[src/rtl/serial_burst_collector_if.sv]
// Word-side handshake of the serial burst collector: FIFO head plus consumer ready.
interface serial_burst_collector_if #(
  parameter int WIDTH = 8
) ();
  logic [WIDTH-1:0]           word_data;
  logic [$clog2(WIDTH+1)-1:0] word_len;
  logic                       word_last;
  logic                       word_valid;
  logic                       word_ready;

  modport master (
    output word_data,
    output word_len,
    output word_last,
    output word_valid,
    input  word_ready
  );

  modport slave (
    input  word_data,
    input  word_len,
    input  word_last,
    input  word_valid,
    output word_ready
  );
endinterface

[src/rtl/serial_burst_collector.sv]
// Packs valid-bit bursts from the serial device into WIDTH-bit words tagged with
// length and end-of-burst, and queues them in a DEPTH-entry FIFO. The device cannot
// be stalled, so a word arriving at a full FIFO is dropped and a sticky flag is set.
module serial_burst_collector #(
  parameter int WIDTH = 8,
  parameter int DEPTH = 4
) (
  input  logic                       clk,
  input  logic                       rst,
  input  logic                       in_valid,
  input  logic                       in_bit,
  serial_burst_collector_if.master   word,
  output logic [$clog2(DEPTH+1)-1:0] fifo_level,
  output logic                       overflow,
  output logic                       busy
);
  localparam int LW = $clog2(WIDTH+1);
  localparam int PW = $clog2(DEPTH);
  localparam int CW = $clog2(DEPTH+1);

  typedef enum logic [1:0] {S_SYNC, S_IDLE, S_COLLECT} state_t;

  state_t           r_state;
  state_t           w_state_nxt;
  logic [WIDTH-1:0] r_shreg;
  logic [WIDTH-1:0] w_shreg_nxt;
  logic [LW-1:0]    r_cnt;
  logic [LW-1:0]    w_cnt_nxt;
  logic             w_push;
  logic [WIDTH-1:0] w_push_data;
  logic [LW-1:0]    w_push_len;
  logic             w_push_last;

  logic [WIDTH-1:0] r_mem_data [DEPTH];
  logic [LW-1:0]    r_mem_len  [DEPTH];
  logic             r_mem_last [DEPTH];
  logic [PW-1:0]    r_wptr;
  logic [PW-1:0]    r_rptr;
  logic [CW-1:0]    r_level;
  logic             r_overflow;
  logic             w_full;
  logic             w_empty;
  logic             w_pop;
  logic             w_wr;

  // Burst framing FSM: decides shift/count updates and when a finished word is pushed
  always_comb begin
    w_state_nxt = r_state;
    w_shreg_nxt = r_shreg;
    w_cnt_nxt   = r_cnt;
    w_push      = 1'b0;
    w_push_data = r_shreg;
    w_push_len  = r_cnt;
    w_push_last = 1'b0;
    case (r_state)
      S_SYNC: begin
        // Wait for a gap so we never join a burst midway
        if (!in_valid) w_state_nxt = S_IDLE;
      end
      S_IDLE: begin
        if (in_valid) begin
          w_shreg_nxt = WIDTH'(in_bit);
          w_cnt_nxt   = LW'(1);
          w_state_nxt = S_COLLECT;
        end
      end
      S_COLLECT: begin
        if (in_valid) begin
          if (r_cnt == LW'(WIDTH)) begin
            // Full word is only known not to be last once another bit arrives
            w_push      = 1'b1;
            w_shreg_nxt = WIDTH'(in_bit);
            w_cnt_nxt   = LW'(1);
          end else begin
            w_shreg_nxt = {r_shreg[WIDTH-2:0], in_bit};
            w_cnt_nxt   = r_cnt + LW'(1);
          end
        end else begin
          w_push      = 1'b1;
          w_push_last = 1'b1;
          w_shreg_nxt = '0;
          w_cnt_nxt   = '0;
          w_state_nxt = S_IDLE;
        end
      end
      default: w_state_nxt = S_SYNC;
    endcase
  end

  // Framing state, shift register and bit count
  always_ff @(posedge clk or negedge rst) begin
    if (!rst) begin
      r_state <= S_SYNC;
      r_shreg <= '0;
      r_cnt   <= '0;
    end else begin
      r_state <= w_state_nxt;
      r_shreg <= w_shreg_nxt;
      r_cnt   <= w_cnt_nxt;
    end
  end

  assign w_full  = (r_level == CW'(DEPTH));
  assign w_empty = (r_level == '0);
  assign w_pop   = !w_empty && word.word_ready;
  // A simultaneous pop frees the slot, so a full FIFO still accepts the push
  assign w_wr    = w_push && (!w_full || w_pop);

  // FIFO pointers, occupancy and sticky overflow
  always_ff @(posedge clk or negedge rst) begin
    if (!rst) begin
      r_wptr     <= '0;
      r_rptr     <= '0;
      r_level    <= '0;
      r_overflow <= 1'b0;
    end else begin
      if (w_wr)  r_wptr <= r_wptr + PW'(1);
      if (w_pop) r_rptr <= r_rptr + PW'(1);
      if (w_wr && !w_pop)      r_level <= r_level + CW'(1);
      else if (!w_wr && w_pop) r_level <= r_level - CW'(1);
      if (w_push && !w_wr) r_overflow <= 1'b1;
    end
  end

  // FIFO storage; stale contents are masked at the outputs while empty
  always_ff @(posedge clk) begin
    if (w_wr) begin
      r_mem_data[r_wptr] <= w_push_data;
      r_mem_len[r_wptr]  <= w_push_len;
      r_mem_last[r_wptr] <= w_push_last;
    end
  end

  assign word.word_valid = !w_empty;
  assign word.word_data  = w_empty ? '0   : r_mem_data[r_rptr];
  assign word.word_len   = w_empty ? '0   : r_mem_len[r_rptr];
  assign word.word_last  = w_empty ? 1'b0 : r_mem_last[r_rptr];
  assign fifo_level      = r_level;
  assign overflow        = r_overflow;
  assign busy            = (r_state == S_COLLECT);
endmodule

[src/flat_wrapper.sv]
// flat-port wrapper written by rule: the top's interface ports become plain ports
module serial_burst_collector_flat 
#(
  parameter int WIDTH = 8,
  parameter int DEPTH = 4
)
  (clk, rst, in_valid, in_bit, fifo_level, overflow, busy, word_word_data, word_word_len, word_word_last, word_word_valid, word_word_ready);
  serial_burst_collector_if #(.WIDTH(WIDTH)) word_i ();
  input  logic clk;
  input  logic rst;
  input  logic in_valid;
  input  logic in_bit;
  output logic [$clog2(DEPTH+1)-1:0] fifo_level;
  output logic overflow;
  output logic busy;
  output wire logic [$bits(word_i.word_data)-1:0] word_word_data;
  output wire logic [$bits(word_i.word_len)-1:0] word_word_len;
  output wire logic [$bits(word_i.word_last)-1:0] word_word_last;
  output wire logic [$bits(word_i.word_valid)-1:0] word_word_valid;
  input wire logic [$bits(word_i.word_ready)-1:0] word_word_ready;
  assign word_word_data = word_i.word_data;
  assign word_word_len = word_i.word_len;
  assign word_word_last = word_i.word_last;
  assign word_word_valid = word_i.word_valid;
  assign word_i.word_ready = word_word_ready;
  serial_burst_collector #(.WIDTH(WIDTH), .DEPTH(DEPTH)) u_core (.clk(clk), .rst(rst), .in_valid(in_valid), .in_bit(in_bit), .word(word_i), .fifo_level(fifo_level), .overflow(overflow), .busy(busy));
endmodule
[config.mk]
export PLATFORM = sky130hd
export DESIGN_NAME = serial_burst_collector_flat
export DESIGN_NICKNAME = d
export VERILOG_FILES = /design/src/rtl/serial_burst_collector_if.sv /design/src/rtl/serial_burst_collector.sv /design/src/flat_wrapper.sv
export SDC_FILE = /design/constraint.sdc
export NUM_CORES = 1
export LEC_CHECK = 0
export ABC_AREA = 1
export CAP_MARGIN = 20
export CORE_UTILIZATION = 26
export DETAILED_ROUTE_END_ITERATION = 12
export DONT_BUFFER_PORTS = 1
export PLACE_DENSITY = 0.35
export REMOVE_ABC_BUFFERS = 1
export SYNTH_ARGS = -nofsm -noshare
export SYNTH_HDL_FRONTEND = slang
export SYNTH_SLANG_ARGS = --single-unit
[constraint.sdc]
create_clock -name clk -period 3.3 [get_ports clk]
set_clock_uncertainty 0.15 [all_clocks]
set_input_delay 0.33 -clock clk [delete_from_list [all_inputs] [get_ports clk]]
set_output_delay 0.33 -clock clk [all_outputs]
set_load 0.005 [all_outputs]
[Word level (Yosys, flattened, before mapping)]
Memory sizes are Yosys's and may differ from the RTL's.
Index checks and enable logic that the tools add are counted.
Storage, ports and cells
  bits of input ports: 5
  output and inout port bits: 19
  RAM bits: 52
  memories: 3
  ROM bits: 0
  flip-flop bits (word level): 22
  word-level logic and storage cells: 61
  latch bits: 0
Memories
  u_core.r_mem_data: depth 4, bits a word 8, read ports 1, clocked after memory_dff 0, write ports 1, line serial_burst_collector.sv:34  | logic [WIDTH-1:0] r_mem_data [DEPTH];
  u_core.r_mem_len: depth 4, bits a word 4, read ports 1, clocked after memory_dff 0, write ports 1, line serial_burst_collector.sv:35  | logic [LW-1:0] r_mem_len [DEPTH];
  u_core.r_mem_last: depth 4, bits a word 1, read ports 1, clocked after memory_dff 0, write ports 1, line serial_burst_collector.sv:36  | logic r_mem_last [DEPTH];
Cells by class
  add/sub/neg operators: 5
  shift operators: 0
  equality and inequality tests: 6
  bitwise logic cells: 0
  reductions and logical operators: 17
  div/mod/pow operators: 0
  $lt $le $gt $ge: 0
  muxes and demuxes: 23
  multiply operators: 0
Operators with widths (count)
  $mux 8: 4
  $mux 4: 4
  $pmux 8 s2: 1
  $mux 1: 8
  $pmux 4 s2: 1
  $mux 3: 2
  $logic_and 1x1->1: 5
  $add 2x1->2 const B: 2
  $add 4x1->4 const B: 1
  $eq 4x4->1 const B: 1
  $logic_not 1->1: 4
  $mux 2: 2
  $ne 2x2->1 const B: 2
  $pmux 2 s2: 1
  $reduce_and 2->1: 2
  $reduce_bool 2->1: 2
  $add 3x1->3 const B: 1
  $eq 3x3->1 const B: 1
  $logic_not 3->1: 1
  $sub 3x1->3 const B: 1
  $eq 2x1->1 const B: 1
  $eq 2x2->1 const B: 1
  $logic_not 2->1: 1
  $reduce_or 2->1: 1
  $logic_or 1x1->1: 1

[Depth between registers and ports, before layout]
  depth in word-level cells: 9
  gate-level depth with buffers: 13
  mapped depth without buffers: 13

[Least setup slack after synthesis]
No wires, ideal clock.
  kind: flip-flop to flip-flop
  from: register u_core.r_cnt[0]
  to: register u_core.r_level[1], in the netlist u_core.fifo_level[1]
  slack: 1005 ps
  arrival time: 2021 ps
  path buffers: 0
  period minus slack after synthesis: 2295 ps
  required time: 3025 ps
  library setup time: 125 ps
  cell stages (with the launch flop): 11
  path through: dfrtp_1 inv_1 ha_1 nand3_1 nand2_1 nand3_2 inv_1 ha_1 inv_1 fa_1 mux2_2
Between the ends
  longest elaborated chain between the ends: 8
  elaborated cells between the ends (all ways): 10
  those cells by class: eq/ne: 1; mux: 4; reduce/logical: 5
RTL lines
  from (decl): line serial_burst_collector.sv:27  | logic [LW-1:0] r_cnt;
  from (signal assigned): line serial_burst_collector.sv:99  | r_cnt <= w_cnt_nxt;
  $eq 4x4->1 *: line serial_burst_collector.sv:69  | if (r_cnt == LW'(WIDTH)) begin
  $mux 1 *: line serial_burst_collector.sv:69
  $mux 1 *: line serial_burst_collector.sv:68  | if (in_valid) begin
  $mux 1 *: line serial_burst_collector.sv:55  | case (r_state)
  $logic_and 1x1->1 *: line serial_burst_collector.sv:107  | assign w_wr = w_push && (!w_full || w_pop);
  named net u_core.w_wr: line serial_burst_collector.sv:44  | logic w_wr;
  $logic_not 1->1: line serial_burst_collector.sv:120  | else if (!w_wr && w_pop) r_level <= r_level - CW'(1);
  $logic_and 1x1->1: line serial_burst_collector.sv:120
  $reduce_bool 2->1 (no source line)
  to (signal assigned): line serial_burst_collector.sv:119  | if (w_wr && !w_pop) r_level <= r_level + CW'(1);
  to (signal assigned): line serial_burst_collector.sv:120
  to (decl): line serial_burst_collector.sv:39  | logic [CW-1:0] r_level;
The timed path passes the listed nets; every way through them passes the cells marked *.
A chain may end at the register's enable or synchronous reset.

[Final worst setup path]
Ends and elaborated chain as after synthesis.

==> impl_metrics.toml <==
[status]
outcome = "complete, no violations"

[synthesis]
synth_cell_types = 29
ys_seq_area_share_pct = 66.3
synth_mux_area_share_pct = 0.353
synthSimpleGateAreaFrac_pct = 17.2
netlist_area_sq_um = 3190
synth-xor-area-share_pct = 1.10
synthCells = 285
ys_seq_elements = 74
synth_warnings = 0
avgSynthCellArea_sq_um = 11.2
synth_top_family_by_area = "simple AND/OR/NAND/NOR gates"
synth_compound_area_share_pct = 6.83
synth-adder-area-share_pct = 3.38

[critical_path]
r2r-start = "u_core.r_cnt[0]"
ff2ff_setup_slack_ns = 0.80
path_delay_family = "adder cells"
r2r_end = "u_core.fifo_level[1]"
startpoint_type = "flip-flop"
critPathKind = "flip-flop to flip-flop"
path_common_cell = "inv_1"
cp_num_buf_inv = 3
endpoint_kind = "flip-flop"
worstPathCellList = "inv_1, ha_1, nand3_1, nand2_1, nand3_2, inv_1, ha_1, inv_1, fa_1, mux2_2"
critPathArrivalTime_ns = 2.56
slowest_delay_ns = 0.48
worstPathRequired_ns = 3.36
crit_slowest_cell = "dfrtp_1"
critPathMaxFanout = 9
reg2reg_depth = 10

[hold_path]
min-delay-path-class = "input pin to flip-flop"
hp-start = "in_valid"
min_to = "u_core.r_state[1]"
min_path_cells = 2

[route]
remaining_drc_errors = 0
first_iter_violations = 60
wl_microns = 6820
vias = 1912
viasPerCell = 4.27
wl_per_cell_microns = 15.2
postRouteAntennaNets = 0
drt-pass1-iter-count = 4

[final_layout]
diodes = 0
post-route-cell-area_sq_um = 3710
area.growth.synth_to_final_pct = 16.4
drive_gt1_share_pct = 10.3
final.fill_count = 1202
fin_nets = 309

[place]
dp_hpwl_microns = 4030
gp_congestion = 0.718
preCtsSetupSlack_ns = 0.791
io_buffers = 0
place_area_sq_um = 3360

[timing]
drv_slew = 0
final-setup-viol-count = 0
timing.fmax_ghz = 0.400
grt_setup_unrepaired = "false"
timing.final.crit_share_pct = 75.7
relSlewSlack_pct = 52.1
worst_pin_slew_ns = 0.719
setup_ws_ns = 0.802
final.setup.tns_ns = 0
hold_viol = 0
period_needed_ns = 2.50

[clock_network]
cts.sink_count = 74
clockBufferDepth = 2
path_clk_slew_ns = 0.06
post_cts_buffers = 0
hold_buffers = 4
cts_resized = 0
cts_tree = "done"
cts_max_level = 3
cts_made_buffers = 9
clock_latency_ns = 0.33
cts-root-buf = "clkbuf_16"

[die]
rows = 40
dieArea_sq_um = 12700
ioPinCount = 24
fp.dieW_microns = 113
start_util_pct = 26.6
die_height_microns = 113
coreArea_sq_um = 12000

[grt]
grt_pass1_vias = 1945
grt_first_pass_wirelength_microns = 11100
grt_max_degree = 29
grt_remaining_overflow = 0
track_usage_pct = 12.0
antenna_found_initial = 0

[power]
ir_worst_vdd_uv = 224
p_leak_nw = 1.51
powerDensity_nw_per_um2 = 781

[job]
cap_violations = 0
final cells by class:
class	instances	area, sq um	share of cell area (%)
Clock buffer	13	240	6.48
Clock inverter	3	63.8	1.72
Inverter	27	104	2.80
Multi-Input combinational cell	175	918	24.8
Sequential cell	74	2110	56.9
Tap cell	147	184	4.96
Timing Repair Buffer	9	87.6	2.36
cell usage in the layout (no fill, tap or decap), drive strengths merged:
master | synthesis | routed
o22ai | 7 | 7
clkbuf | 2 | 13
nand3 | 9 | 9
xor2 | 2 | 2
ha | 7 | 7
clkinv | 0 | 1
nand2 | 74 | 74
edfxtp | 52 | 52
o21ai | 18 | 18
nor2 | 34 | 34
dfrtp | 22 | 22
a21oi | 14 | 14
mux2 | 1 | 1
nand3b | 1 | 1
fa | 1 | 1
xnor2 | 2 | 2
bufinv | 0 | 2
inv | 27 | 27
buf | 7 | 6
o21bai | 1 | 1
nand4 | 4 | 4
dlygate4sd3 | 0 | 3
per-stage QoR:
step                hold WS [ns]  std cells  power (mW)  util, %
floorplan                 -0.116        276        1.69        -
global placement          -0.115        428        1.93     28.1
detailed placement        -0.115        428        1.92     28.1
CTS                       0.0425        448        2.96     31.0
global route              0.0657        448        3.11     31.0
finish                    0.0629        448        2.90     31.0
kinds of logic (layout without fill, tap and decap cells):
logic type,after synthesis,after routing
AND/OR/NAND/NOR,122,122
AO/OA/AOI/OAI,40,40
buffers and inverters,36,52
adder cells (fa/ha/maj),8,8
flip-flops,74,74
XOR/XNOR,4,4
multiplexers,1,1
registers in the layout, indices dropped and copies added (netlist names):
name	cells
u_core.r_rptr	2
u_core.r_wptr	2
u_core.r_shreg	8
u_core.r_state	2
u_core.r_mem_last	4
u_core.r_cnt	4
u_core.fifo_level	3
u_core.overflow	1
u_core.r_mem_len	16
u_core.r_mem_data	32
cell usage after synthesis:
cell type | n | share of area [%]
xor2_1 | 2 | 0.55
nand2_4 | 2 | 0.71
o21ai_0 | 8 | 1.3
nor2_8 | 1 | 0.63
nand3b_1 | 1 | 0.24
nand2_2 | 1 | 0.20
a21oi_1 | 14 | 2.2
nand3_2 | 1 | 0.31
fa_1 | 1 | 0.63
ha_1 | 7 | 2.7
nor2_1 | 33 | 3.9
nand4_1 | 4 | 0.79
dfrtp_1 | 22 | 17
o21bai_1 | 1 | 0.24
buf_4 | 4 | 0.94
xnor2_1 | 2 | 0.55
inv_2 | 4 | 0.47
nand3_4 | 2 | 1.1
edfxtp_1 | 52 | 49
inv_1 | 22 | 2.6
o21ai_1 | 10 | 1.6
nand2_1 | 71 | 8.4
o22ai_1 | 6 | 1.2
buf_2 | 3 | 0.47
nand3_1 | 6 | 0.94
clkbuf_1 | 2 | 0.24
o22ai_2 | 1 | 0.39
inv_4 | 1 | 0.20
mux2_2 | 1 | 0.35
metal layers:
metal  up-vias  part of all wire [%]  wire length, microns  global-route usage (%)
met2        21                    48                  3270                    19.6
met5         -                     0                     0                       0
met4         0                   2.5                   170                    6.93
li1        977                     -                     -                       -
met3        12                   3.4                   233                    3.43
met1       902                    46                  3150                    14.3
power by group:
part | internal [mW] | switching (mW) | leakage [nW] | total, mW
Combinational | 0.228 | 0.463 | 0.570 | 0.692
Sequential | 1.08 | 0.113 | 0.793 | 1.19
Clock | 0.660 | 0.351 | 0.145 | 1.01
Total | 1.97 | 0.927 | 1.51 | 2.90
how the worst max path moves through the flow:
| stage | from | end | slack [ns] | cells past startpoint |
|---|---|---|---|---|
| after global placement | u_core.r_cnt[0] | u_core.fifo_level[1] | 0.82 | 10 |
| after CTS | u_core.r_cnt[0] | u_core.fifo_level[1] | 0.77 | 10 |
| after floorplan | u_core.r_cnt[0] | u_core.fifo_level[1] | 1.00 | 10 |
| after global routing | u_core.r_cnt[0] | u_core.fifo_level[2] | 0.61 | 13 |
| after detailed placement | u_core.r_cnt[0] | u_core.fifo_level[1] | 0.79 | 10 |
| final | u_core.r_cnt[0] | u_core.fifo_level[1] | 0.80 | 10 |
No activity file was read; power rests on OpenSTA's default activity.
